[src/rtl/hazard_scoreboard.sv]
// Register-write scoreboard hazard unit with halt drain, branch flush and memory-stall freeze.
// Optional stall-cycle counter port: define HAZARD_SCOREBOARD_PERF_EN.
module hazard_scoreboard #(
   parameter int               NUM_REGS  = 16,
   parameter int               REG_AW    = 4,
   parameter int               OPC_W     = 4,
   parameter logic [OPC_W-1:0] HLT_OPC   = 4'hF,
   parameter int               LAT_W     = 2,
   parameter int               DRAIN_CYC = 3
) (
   input  logic              clk,
   input  logic              rst,
   input  logic [OPC_W-1:0]  opcode,
   input  logic [REG_AW-1:0] if_id_rs,
   input  logic [REG_AW-1:0] if_id_rt,
   input  logic              rs_vld,
   input  logic              rt_vld,
   input  logic              wr_en,
   input  logic [REG_AW-1:0] wr_rd,
   input  logic [LAT_W-1:0]  wr_lat,
   input  logic              mem_stall,
   input  logic              flush,
   output logic              pc_write,
   output logic              if_id_write,
   output logic              id_ex_bubble,
   output logic              stall,
   output logic              halted
`ifdef HAZARD_SCOREBOARD_PERF_EN
   ,output logic [15:0]      stall_cycles
`endif
);

   localparam logic [1:0] ST_RUN    = 2'd0;
   localparam logic [1:0] ST_DRAIN  = 2'd1;
   localparam logic [1:0] ST_HALTED = 2'd2;
   localparam int         DW        = (DRAIN_CYC < 2) ? 1 : $clog2(DRAIN_CYC + 1);

   logic [LAT_W-1:0] cnt [NUM_REGS];
   logic [1:0]       state;
   logic [DW-1:0]    drain_cnt;
   logic             drain_armed;
   logic [DW-1:0]    drain_left;
   logic             run;
   logic             is_hlt;
   logic             hazard;
   logic             sb_empty;
   logic             issue;

   assign run    = (state == ST_RUN);
   assign is_hlt = (opcode == HLT_OPC);
   assign hazard = (rs_vld && (if_id_rs != '0) && (cnt[if_id_rs] != '0)) ||
                   (rt_vld && (if_id_rt != '0) && (cnt[if_id_rt] != '0));

   always_comb begin
      sb_empty = 1'b1;
      for (int r = 1; r < NUM_REGS; r++) begin
         if (cnt[r] != '0) sb_empty = 1'b0;
      end
   end

   assign stall        = mem_stall | (run & hazard & ~flush) | (run & is_hlt & ~flush) | ~run;
   assign pc_write     = ~stall | (flush & ~mem_stall);
   assign if_id_write  = ~stall | (flush & ~mem_stall);
   assign id_ex_bubble = ~mem_stall & (flush | hazard | is_hlt | ~run);
   assign halted       = (state == ST_HALTED);
   assign issue        = ~stall & ~flush & wr_en & (wr_rd != '0) & run & ~is_hlt;

   // A fresh issue overrides the decrement so the younger producer's latency wins.
   always_ff @(posedge clk) begin
      if (rst) begin
         for (int r = 0; r < NUM_REGS; r++) cnt[r] <= '0;
      end else if (!mem_stall) begin
         for (int r = 1; r < NUM_REGS; r++) begin
            if (issue && (wr_rd == REG_AW'(r)))
               cnt[r] <= wr_lat;
            else if (cnt[r] != '0)
               cnt[r] <= cnt[r] - LAT_W'(1);
         end
      end
   end

   // The first empty cycle in DRAIN counts as the first of the DRAIN_CYC retire cycles.
   assign drain_left = drain_armed ? drain_cnt : DW'(DRAIN_CYC);

   always_ff @(posedge clk) begin
      if (rst) begin
         state       <= ST_RUN;
         drain_cnt   <= '0;
         drain_armed <= 1'b0;
      end else begin
         case (state)
            ST_RUN: begin
               if (is_hlt && !hazard && !flush && !mem_stall) state <= ST_DRAIN;
            end
            ST_DRAIN: begin
               if (flush) begin
                  state       <= ST_RUN;
                  drain_cnt   <= '0;
                  drain_armed <= 1'b0;
               end else if (sb_empty && !mem_stall) begin
                  if (drain_left <= DW'(1)) begin
                     state       <= ST_HALTED;
                     drain_cnt   <= '0;
                     drain_armed <= 1'b0;
                  end else begin
                     drain_cnt   <= drain_left - DW'(1);
                     drain_armed <= 1'b1;
                  end
               end
            end
            ST_HALTED: state <= ST_HALTED;
            default:   state <= ST_RUN;
         endcase
      end
   end

`ifdef HAZARD_SCOREBOARD_PERF_EN
   always_ff @(posedge clk) begin
      if (rst)
         stall_cycles <= '0;
      else if (stall && (stall_cycles != 16'hFFFF))
         stall_cycles <= stall_cycles + 16'd1;
   end
`endif

endmodule

[config.mk]
export PLATFORM = sky130hd
export DESIGN_NAME = hazard_scoreboard
export DESIGN_NICKNAME = d
export VERILOG_FILES = /design/src/rtl/hazard_scoreboard.sv
export SDC_FILE = /design/constraint.sdc
export NUM_CORES = 1
export LEC_CHECK = 0
export ABC_CLOCK_PERIOD_IN_PS = 3400
export BUFFER_PORTS_ARGS = -buffer_cell sky130_fd_sc_hd__clkbuf_2
export CAP_MARGIN = 20
export CORE_MARGIN = 8
export CORE_UTILIZATION = 35
export CTS_CLUSTER_DIAMETER = 200
export DETAILED_ROUTE_END_ITERATION = 6
export PLACE_DENSITY = 0.52
export SLEW_MARGIN = 20
export SYNTH_ARGS = -nofsm -noshare
export SYNTH_HDL_FRONTEND = slang
export SYNTH_SLANG_ARGS = --single-unit
[constraint.sdc]
create_clock -name clk -period 3.4 [get_ports clk]
set_clock_uncertainty 0.2 [all_clocks]
set_input_delay 0.34 -clock clk [delete_from_list [all_inputs] [get_ports clk]]
set_output_delay 0.34 -clock clk [all_outputs]
set_load 0.01 [all_outputs]
; ---- After elaboration in Yosys (flattened, before gate mapping)
; Memory sizes are Yosys's and may differ from the RTL's.
; Cells that the tools add are included.
[op_classes]
addsub = 16
order_cmp = 1
reduce_logical = 51
muxes = 194
bitwise_logic = 53
eq_ne = 21
[ops]
columns = cell, n
row1 = 2-to-1 mux 1 bit, 155
row2 = 2-to-1 mux 2 bit, 38
row3 = OR 1 bit, 37
row4 = equality test 4 bit (second input constant), 9
row5 = nonzero test 2 bit, 18
row6 = subtractor 2 x 1 -> 2 bit (second input constant), 16
row7 = logical AND 1 bit, 23
row8 = equality test 4 x 3 -> 1 bit (second input constant), 4
row9 = nonzero test 4 bit, 3
row10 = bitwise AND 1 bit, 11
row11 = equality test 4 x 2 -> 1 bit (second input constant), 2
row12 = inequality test 3 bit (second input constant), 2
row13 = one-hot mux 2 bit (3 select lines), 1
row14 = inverter 1 bit, 5
row15 = equality test 4 x 1 -> 1 bit (second input constant), 1
row16 = zero test 1 bit, 3
row17 = AND reduction 3 bit, 1
row18 = equality test 2 x 1 -> 1 bit (second input constant), 1
row19 = equality test 2 bit (second input constant), 1
row20 = less-or-equal comparator 2 x 1 -> 1 bit (second input constant), 1
row21 = zero test 2 bit, 1
row22 = inequality test 2 x 1 -> 1 bit (second input constant), 1
row23 = AND reduction 2 bit, 1
row24 = logical OR 1 bit, 1
[totals]
output_inout_bits = 5
elab_cells = 340
inputBits = 25
register_bits = 5
memories = 1
ramBits = 32
[memory_table]
columns = name, depth, word_bits, rd, rd_ports_with_merged_regs, write_ports, line
row1 = cnt, 16, 2, 17, 0, 16, 38  ; logic [LAT_W-1:0] cnt [NUM_REGS];

; ---- Depth between registers and ports, before layout
; Gate-level depths: netlist of the first run.
[depth]
ltp_word = 22
ltp_mapped = 9

; ---- Worst setup path before layout of the first run
; OpenSTA, ideal clock, no wires.
[synth_timing]
path_kind = input port to output port
from = in if_id_rs[1]
to = out pc_write
n_path_buf = 3
slack_ps = 888
t_arrival_ps = 1972
stages = 9
path_cell_list = buf_6 -> o31ai_4 -> o31ai_1 -> a211oi_4 -> and3_1 -> buf_2 -> nand3_1 -> a21oi_1 -> buf_4
[synth_between]
elab_chain_cells = 11
elab_cells_between_ends = 13
[synth_lines]
columns = item, line
row1 = "start, declared", 14  ; input logic [REG_AW-1:0] if_id_rs,
row2 = memory read (16 x 2 bit) or nonzero test 4 bit (tied branches), --
row3 = nonzero test 2 bit or logical AND 1 bit (tied branches), 51  ; assign hazard = (rs_vld && (if_id_rs != '0) && (cnt[if_id_rs] != '0)) ||
row4 = logical AND 1 bit (*), 51
row5 = logical OR 1 bit (*), 51
row6 = bitwise AND 1 bit (*) (2 in series), 61  ; assign stall = mem_stall | (run & hazard & ~flush) | (run & is_hlt & ~flush) | ~run;
row7 = OR 1 bit (*) (3 in series), 61
row8 = inverter 1 bit (*), --
row9 = OR 1 bit (*), --
row10 = "end, declared", 23  ; output logic pc_write,
; Mark *: on every way between the ends. The rest lies on a longest branch, timed or not.

==> summary.md, run 1 <==
| Metric | Value |
|---|---|
| # port buffers | 29 |
| Crit path DAT | 2.59 ns |
| Row Count | 34 |
| Worst slack at placement | 0.3421 ns |
| Via count | 2,842 |
| Main area contributors after synthesis | edfxtp_1 29%, ha_1 6.1%, nand4_1 6.1% |
| Setup ws final | 0.2721 ns |
| Biggest area consumer among synthesized cells | edfxtp_1 |
| Core ar. | 8636 um2 |
| Final Hold Fails | 0 |
| Vias in the first global route | 2,781 |
| Pint | 862.9 uW |
| Max_cap viols | 0 |
| Peak per-stage delay on the critical path | 0.61 ns |
| Slew HR | 51.87% |
| Layout Utilization | 39.92% |
| Synth top area share | 29.34% |
| Sequential element share of the synthesized area | 32.60% |
| Slowest-stage cell, CP | a211oi_4 |
| Setup violations, final | 0 |
| Placed Area | 3317 um2 |
| Overflow after GRT | 0 |
| Final ANT Viol Nets | 0 |
| Least-Margin Pin Slew | 0.7219 ns |
| Switch Pwr | 444.8 uW |
| FFs w/ async S/R, synth | 0% |
| Initial DRC count | 209 |
| Min-delay worst type | flop to flop |
| Reg clk slew, reported paths | 0.07 ns |
| Global-route wire length before repair | 14,360 um |
| Share of post-route cells with drive strength above 1 | 18.14% |
| Post-synthesis cell count | 370 |
| Leakage power | 0.001290 uW |
| Die ar. | 12,030 um2 |
| Post-CTS Setup Inserts | 0 |
| Wirelength per Cell | 17.74 um |
| Cell area after synthesis | 3070 um2 |
| Number of distinct library cells after synthesis | 52 |
| Power share of the combinational group | 29.9% |
| DRC Markers | 0 |
| Maximum VDD drop | 0.1716 mV |
| Ports | 30 |
| Crit. End Element | output port |
| Post-synth top cells | 46 x nor2_1, 39 x inv_1, 32 x o21ai_0 |
| Fmax | 319.7 MHz |
| Clock latency on the worst-skew pair | 0.31 ns |
| Starting Density | 35.55% |
| Num CTS Buffers | 5 |
| H-tree levels | 2 |
| Switching share of power | 34.02% |
| Crit path max fanout | 12 |
| Footprint of the multi-input gates | 1809 um2 |
| Prevailing post-synth register cell | edfxtp_1 |
| Sequential cell area | 1001 um2 |
| Seq cells post-synth | 35 |
| Clock power frac | 27.2% |
| CTS Buffer Depth | 2 |
| Die Wd | 109.7 um |
| CTS resizes | 0 |
| Fill count | 922 |
| Count leader, synth | nor2_1 |
| First-pass DRT Iterations | 4 |
| Seq pwr share | 42.8% |
| Status | finished clean |
| Initial antenna violation count | 0 |
| Total Power | 1308 uW |
| CTS sink count | 35 |
| Setup total negative slack | 0 ns |
| Largest net degree at the start of global routing | 32 |
| TritonCTS clock tree | built |
| Post-Syn Area per Cell | 8.299 um2 |
| Post-cts hold buffer count | 0 |
| Power density over cell area | 379.4 nW/um2 |
| Layout area overhead | 12.27% |
| CTS root buffer | clkbuf_8 |
| Post-Route WL | 8960 um |
| DP Wirelength | 6898 um |
| Nets | 436 |
| Post-synth EDFFs | 30 |
| Die span in y | 109.7 um |
| Vias per cell | 5.628 |
| RSZ-0062 raised after global routing | no |
| Req. time, crit path | 2.86 ns |
| Crit path launch type | flop |
| Min Clock Period, post-route | 3.128 ns |
| Syn_nets | 410 |
| Worst-path cell chain | nor3b_1, o31ai_1, a211oi_4, and3_1, nand3_1, a21oi_1, clkbuf_2 |
| Final instance area | 3447 um2 |
| GP Congestion | 0.8315 |
| Crit share post-route | 92.00% |
| Number of inserted diodes | 0 |
| Final Max Tran Viols | 0 |
| Overall Global Routing Usage | 15.43% |
| Kind of critical path | flop to output port |
| Yosys warns | 0 |
routing by layer:
layer	up-vias	global-route usage (%)	wire, um
li1	1409	-	-
met1	1339	20.82	4216
met2	86	23.99	3962
met3	8	3.751	683
met4	0	4.147	99
met5	-	0	0
area by class of cell:
cell class	count	area share, %
Sequential cell	35	29.04
Tap cell	108	3.920
Inverter	39	4.247
Multi-Input combinational cell	273	52.49
Clock buffer	8	2.904
Timing Repair Buffer	42	7.405
path summary, 6_finish.rpt:
| kind | from | slack (ns) | to | depth (start not counted) |
|---|---|---|---|---|
| max | cnt[14][0]$_SDFFCE_PP0P_ | 0.27 | pc_write | 7 |
| min | drain_cnt[1]$_SDFFE_PP0P_ | 0.26 | drain_cnt[1]$_SDFFE_PP0P_ | 2 |
| max reg2reg | cnt[14][0]$_SDFFCE_PP0P_ | 0.58 | cnt[10][1]$_SDFFCE_PP0P_ | 6 |
| min reg2reg | drain_cnt[1]$_SDFFE_PP0P_ | 0.26 | drain_cnt[1]$_SDFFE_PP0P_ | 2 |
placed cells by master (no fill, tap or decap), types with 2 or more instances in the layout:
| master | instances |
|---|---|
| nor2_1 | 46 |
| inv_1 | 39 |
| o21ai_0 | 32 |
| nand4_1 | 30 |
| edfxtp_1 | 30 |
| clkbuf_2 | 29 |
| nor3_1 | 23 |
| a21oi_1 | 18 |
| ha_1 | 15 |
| nand2_1 | 12 |
| buf_4 | 12 |
| clkbuf_8 | 7 |
| nand2b_1 | 6 |
| o21a_1 | 6 |
| mux2_2 | 6 |
| mux2_1 | 6 |
| mux2i_1 | 6 |
| a211oi_1 | 5 |
| a31oi_1 | 5 |
| nand3_1 | 5 |
| dfxtp_1 | 5 |
| nor4_1 | 4 |
| nor2b_1 | 4 |
| o21ai_2 | 4 |
| or3_1 | 4 |
| a311oi_1 | 3 |
| nor3b_1 | 3 |
| or2_2 | 3 |
| nand3b_1 | 3 |
| o211ai_1 | 2 |
| nor3_4 | 2 |
| o31a_1 | 2 |
worst max-delay path: cells and delay by family (launching register included):
| kind | cells | cell delay (ns) |
|---|---|---|
| DFF | 1 | 0.46 |
| AOI/OAI and AO/OA | 3 | 0.96 |
| and+or+nand+nor | 3 | 0.70 |
| buffers and inverters | 1 | 0.16 |
metrics by stage:
step                      cells  hold slack, ns
after floorplan             370          0.2319
after global placement      493          0.2451
after detailed placement    493          0.2510
after CTS                   501          0.2623
after global routing        505          0.2828
final                       505          0.2599
cell families after synthesis:
family | after synthesis | share of synthesized area, %
fa+ha+maj | 15 | 6.112
compound gates | 88 | 19.80
buf+inv | 62 | 8.476
flops | 35 | 32.60
mux | 18 | 6.357
simple gates | 152 | 26.65
flip-flops by register name, indices dropped and copies added (netlist names):
name and count:
drain_cnt 2, state 2, drain_armed 1, cnt 30
power groups by stage:
stage	clock, uW	combinational (uW)	sequential [uW]
after floorplan	0	279	557
after global placement	0	385	570
after detailed placement	0	389	570
after CTS	364	390	560
after global routing	383	439	566
final	356	392	560
(Power assumes the default switching activity.)
==> run 2, diff against run 1 <==
ABC_AREA = 1   (was unset)
==> run 2 against run 1 <==
Total power decreased by 10%. Non-clock buffer count decreased by 11. Die area increased by 0.53%. Clock power decreased by 13%. Critical path depth increased by 7. Hold slack got worse by 0.0098 ns. Cell count increased by 17%. Sequential power decreased by 4.5%. Setup slack improved by 0.38 ns. Synthesized cell count increased by 24%. Largest cell class unchanged.
==> summary.md, run 2 <==
| Metric | Value |
|---|---|
| Fill count | 940 (+2.0%) |
| CTS Buffer Depth | 2 (unchanged) |
| Crit. End Element | output port |
| Post-synth EDFFs | 30 (unchanged) |
| Min Clock Period, post-route | 2.749 ns (-0.3790 ns) |
| Die ar. | 12,090 um2 (+0.53%) |
| Final ANT Viol Nets | 0 (unchanged) |
| Final Max Tran Viols | 0 (unchanged) |
| RSZ-0062 raised after global routing | no |
| CTS sink count | 35 (unchanged) |
| CTS root buffer | clkbuf_8 |
| Commonest non-fill, non-tap cell in the layout | nand2_1 |
| Number of distinct library cells after synthesis | 32 (-38%) |
| Global-route wire length before repair | 13,160 um (-8.4%) |
| Crit path DAT | 2.21 ns (-0.38 ns) |
| Clock latency on the worst-skew pair | 0.29 ns (-0.02 ns) |
| Setup total negative slack | 0 ns (unchanged) |
| Overall Global Routing Usage | 14.13% (-1.3 points) |
| Largest register by flop count | cnt |
| Most frequent cells in the layout | 95 x nand2_1, 94 x nor2_1, 71 x inv_1, 49 x nand3_1, 30 x edfxtp_1 |
| Crit path launch type | flop |
| Synth top area share | 29.16% (-0.18 points) |
| Worst slack at placement | 0.8483 ns (+0.5062 ns) |
| Crit path max fanout | 23 (+11) |
| Crit path buf inv count | 1 (unchanged) |
| Status | finished clean |
| Leakage power | 0.001712 uW (+33%) |
| Cell with the most instances on the worst path | nand2_1 |
| Maximum VDD drop | 0.1475 mV (-14%) |
| Fmax | 363.8 MHz (+14%) |
| Final Hold Fails | 0 (unchanged) |
| Main area contributors after synthesis | edfxtp_1 29%, nand2_1 12%, nor2_1 11% |
| Kind of critical path | flop to output port |
| Reg clk slew, reported paths | 0.08 ns (about the same) |
| Largest net degree at the start of global routing | 28 (-13%) |
| DP Wirelength | 6542 um (-5.2%) |
| First-pass DRT Iterations | 4 (unchanged) |
| Post-synthesis cell count | 457 (+24%) |
| Largest regs | cnt x30, drain_cnt x2, state x2 |
| Final Non-Filler Cells | 592 (+17%) |
| Syn_nets | 497 (+21%) |
| Overflow after GRT | 0 (unchanged) |
| Setup violations, final | 0 (unchanged) |
| Post-CTS Setup Inserts | 0 (unchanged) |
| Vias in the first global route | 2,624 (-5.6%) |
| Num CTS Buffers | 5 (unchanged) |
| # port buffers | 29 (unchanged) |
| Post-Syn Area per Cell | 6.760 um2 (-19%) |
| Layout area overhead | 9.801% |
| TritonCTS clock tree | built |
| Biggest area consumer among synthesized cells | edfxtp_1 |
| Wirelength per Cell | 14.07 um (-21%) |
| Req. time, crit path | 2.86 ns (about the same) |
| Yosys warns | 0 (unchanged) |
| Worst-path cell chain | nor2_1, nand2_1, nand2_1, nor2_1, nand2_1, nand2_1, nand2_1, nand2_1, nand2_1, nand3_2, nand2_4, nand2_1, nand2_1, clkbuf_2 |
| Die span in y | 110.0 um (+0.26%) |
| H-tree levels | 2 (unchanged) |
| Prevailing post-synth register cell | edfxtp_1 |
| Count leader, synth | nand2_1 |
| Row Count | 34 (unchanged) |
| Setup ws final | 0.6510 ns (+0.3790 ns) |
| Min-delay worst type | input port to flop |
| Starting Density | 35.77% (+0.22 points) |
| GP Congestion | 0.8498 (+2.2%) |
| Share of post-route cells with drive strength above 1 | 12.19% (-5.9 points) |
| Nets | 523 (+20%) |
| Via count | 2,913 (+2.5%) |
| Number of inserted diodes | 0 (unchanged) |
| CP top delay family | simple AND/OR/NAND/NOR gates |
| FFs w/ async S/R, synth | 0% (unchanged) |
| Die Wd | 110.0 um (+0.26%) |
| Least-Margin Pin Slew | 0.6013 ns (-0.1206 ns) |
| Power density over cell area | 346.6 nW/um2 (-8.6%) |
| Slew HR | 59.77% (+7.9 points) |
| Cell area after synthesis | 3089 um2 (+0.61%) |
| Initial antenna violation count | 0 (unchanged) |
| Sequential element share of the synthesized area | 32.40% (-0.20 points) |
| Max_cap viols | 0 (unchanged) |
| Max FFs per register | 30 (unchanged) |
| Slowest-stage cell, CP | edfxtp_1 |
| Post-Route WL | 8332 um (-7.0%) |
| Vias per cell | 4.921 (-13%) |
| Core ar. | 8636 um2 (unchanged) |
| Crit share post-route | 80.85% (-11 points) |
| Peak per-stage delay on the critical path | 0.42 ns (-0.19 ns) |
| Seq cells post-synth | 35 (unchanged) |
| Ports | 30 (unchanged) |
| Post-synth top cells | 95 x nand2_1, 94 x nor2_1, 71 x inv_1 |
| Initial DRC count | 204 (-2.4%) |
| Placed insts | 584 (+18%) |
| CTS resizes | 0 (unchanged) |
| DRC Markers | 0 (unchanged) |
| Post-cts hold buffer count | 0 (unchanged) |
-- run 2: through the flow --
| stage | total power [uW] | util [%] | cell area (um2) | hold slack, ns |
|---|---|---|---|---|
| 4_1_cts | 1189 | 39.28 | 3392 | 0.2409 |
| 3_5_place_dp | 875.6 | 38.29 | 3307 | 0.2615 |
| 3_3_place_gp | 872.3 | 38.29 | 3307 | 0.2555 |
| 5_1_grt | 1253 | 39.28 | 3392 | 0.2820 |
| 6_report | 1176 | 39.28 | 3392 | 0.2501 |
| 2_1_floorplan | 783.5 | - | 3089 | 0.2457 |
-- run 2: final timing paths --
path         cells past startpoint                        end  slack, ns                       from
max                             14                   pc_write       0.65    cnt[7][0]$_SDFFCE_PN0P_
min                              2      state[0]$_SDFFE_PP0P_       0.25                        rst
max reg2reg                     16    cnt[2][1]$_SDFFCE_PN0P_       0.85    cnt[7][0]$_SDFFCE_PN0P_
min reg2reg                      2  drain_cnt[1]$_SDFFE_PP0P_       0.28  drain_cnt[1]$_SDFFE_PP0P_
-- run 2: metal layers --
| layer | routed length [um] | global-route usage, % | share of wire (%) |
|---|---|---|---|
| met5 | 0 | 0 | 0 |
| met4 | 77 | 3.279 | 0.92 |
| met3 | 424 | 2.521 | 5.1 |
| met2 | 3816 | 23.37 | 46 |
| met1 | 4013 | 18.61 | 48 |
-- run 2: layout make-up --
cell class	count	area, um2	share of cell area, %
Timing Repair Buffer	31	160.2	4.722
Clock buffer	6	72.57	2.139
Sequential cell	35	1001	29.51
Multi-Input combinational cell	335	1729	50.98
Clock inverter	2	12.51	0.3689
Inverter	75	281.5	8.300
Tap cell	108	135.1	3.984
-- run 2: cells by family (layout without fill, tap and decap cells) --
group / after synthesis / in the layout / synth area share, %
flip-flops: 35 / 35 / 32.40
adder cells (fa/ha/maj): 15 / 15 / 6.075
AND/OR/NAND/NOR: 274 / 274 / 41.88
buffers and inverters: 87 / 114 / 11.62
AO/OA/AOI/OAI: 46 / 46 / 8.020
-- run 2: where the power goes --
group	total, uW	switching (uW)	internal, uW
Combinational	330	222	108
Sequential	535	22.5	512
Clock	310	167	143
Total	1180	411	764
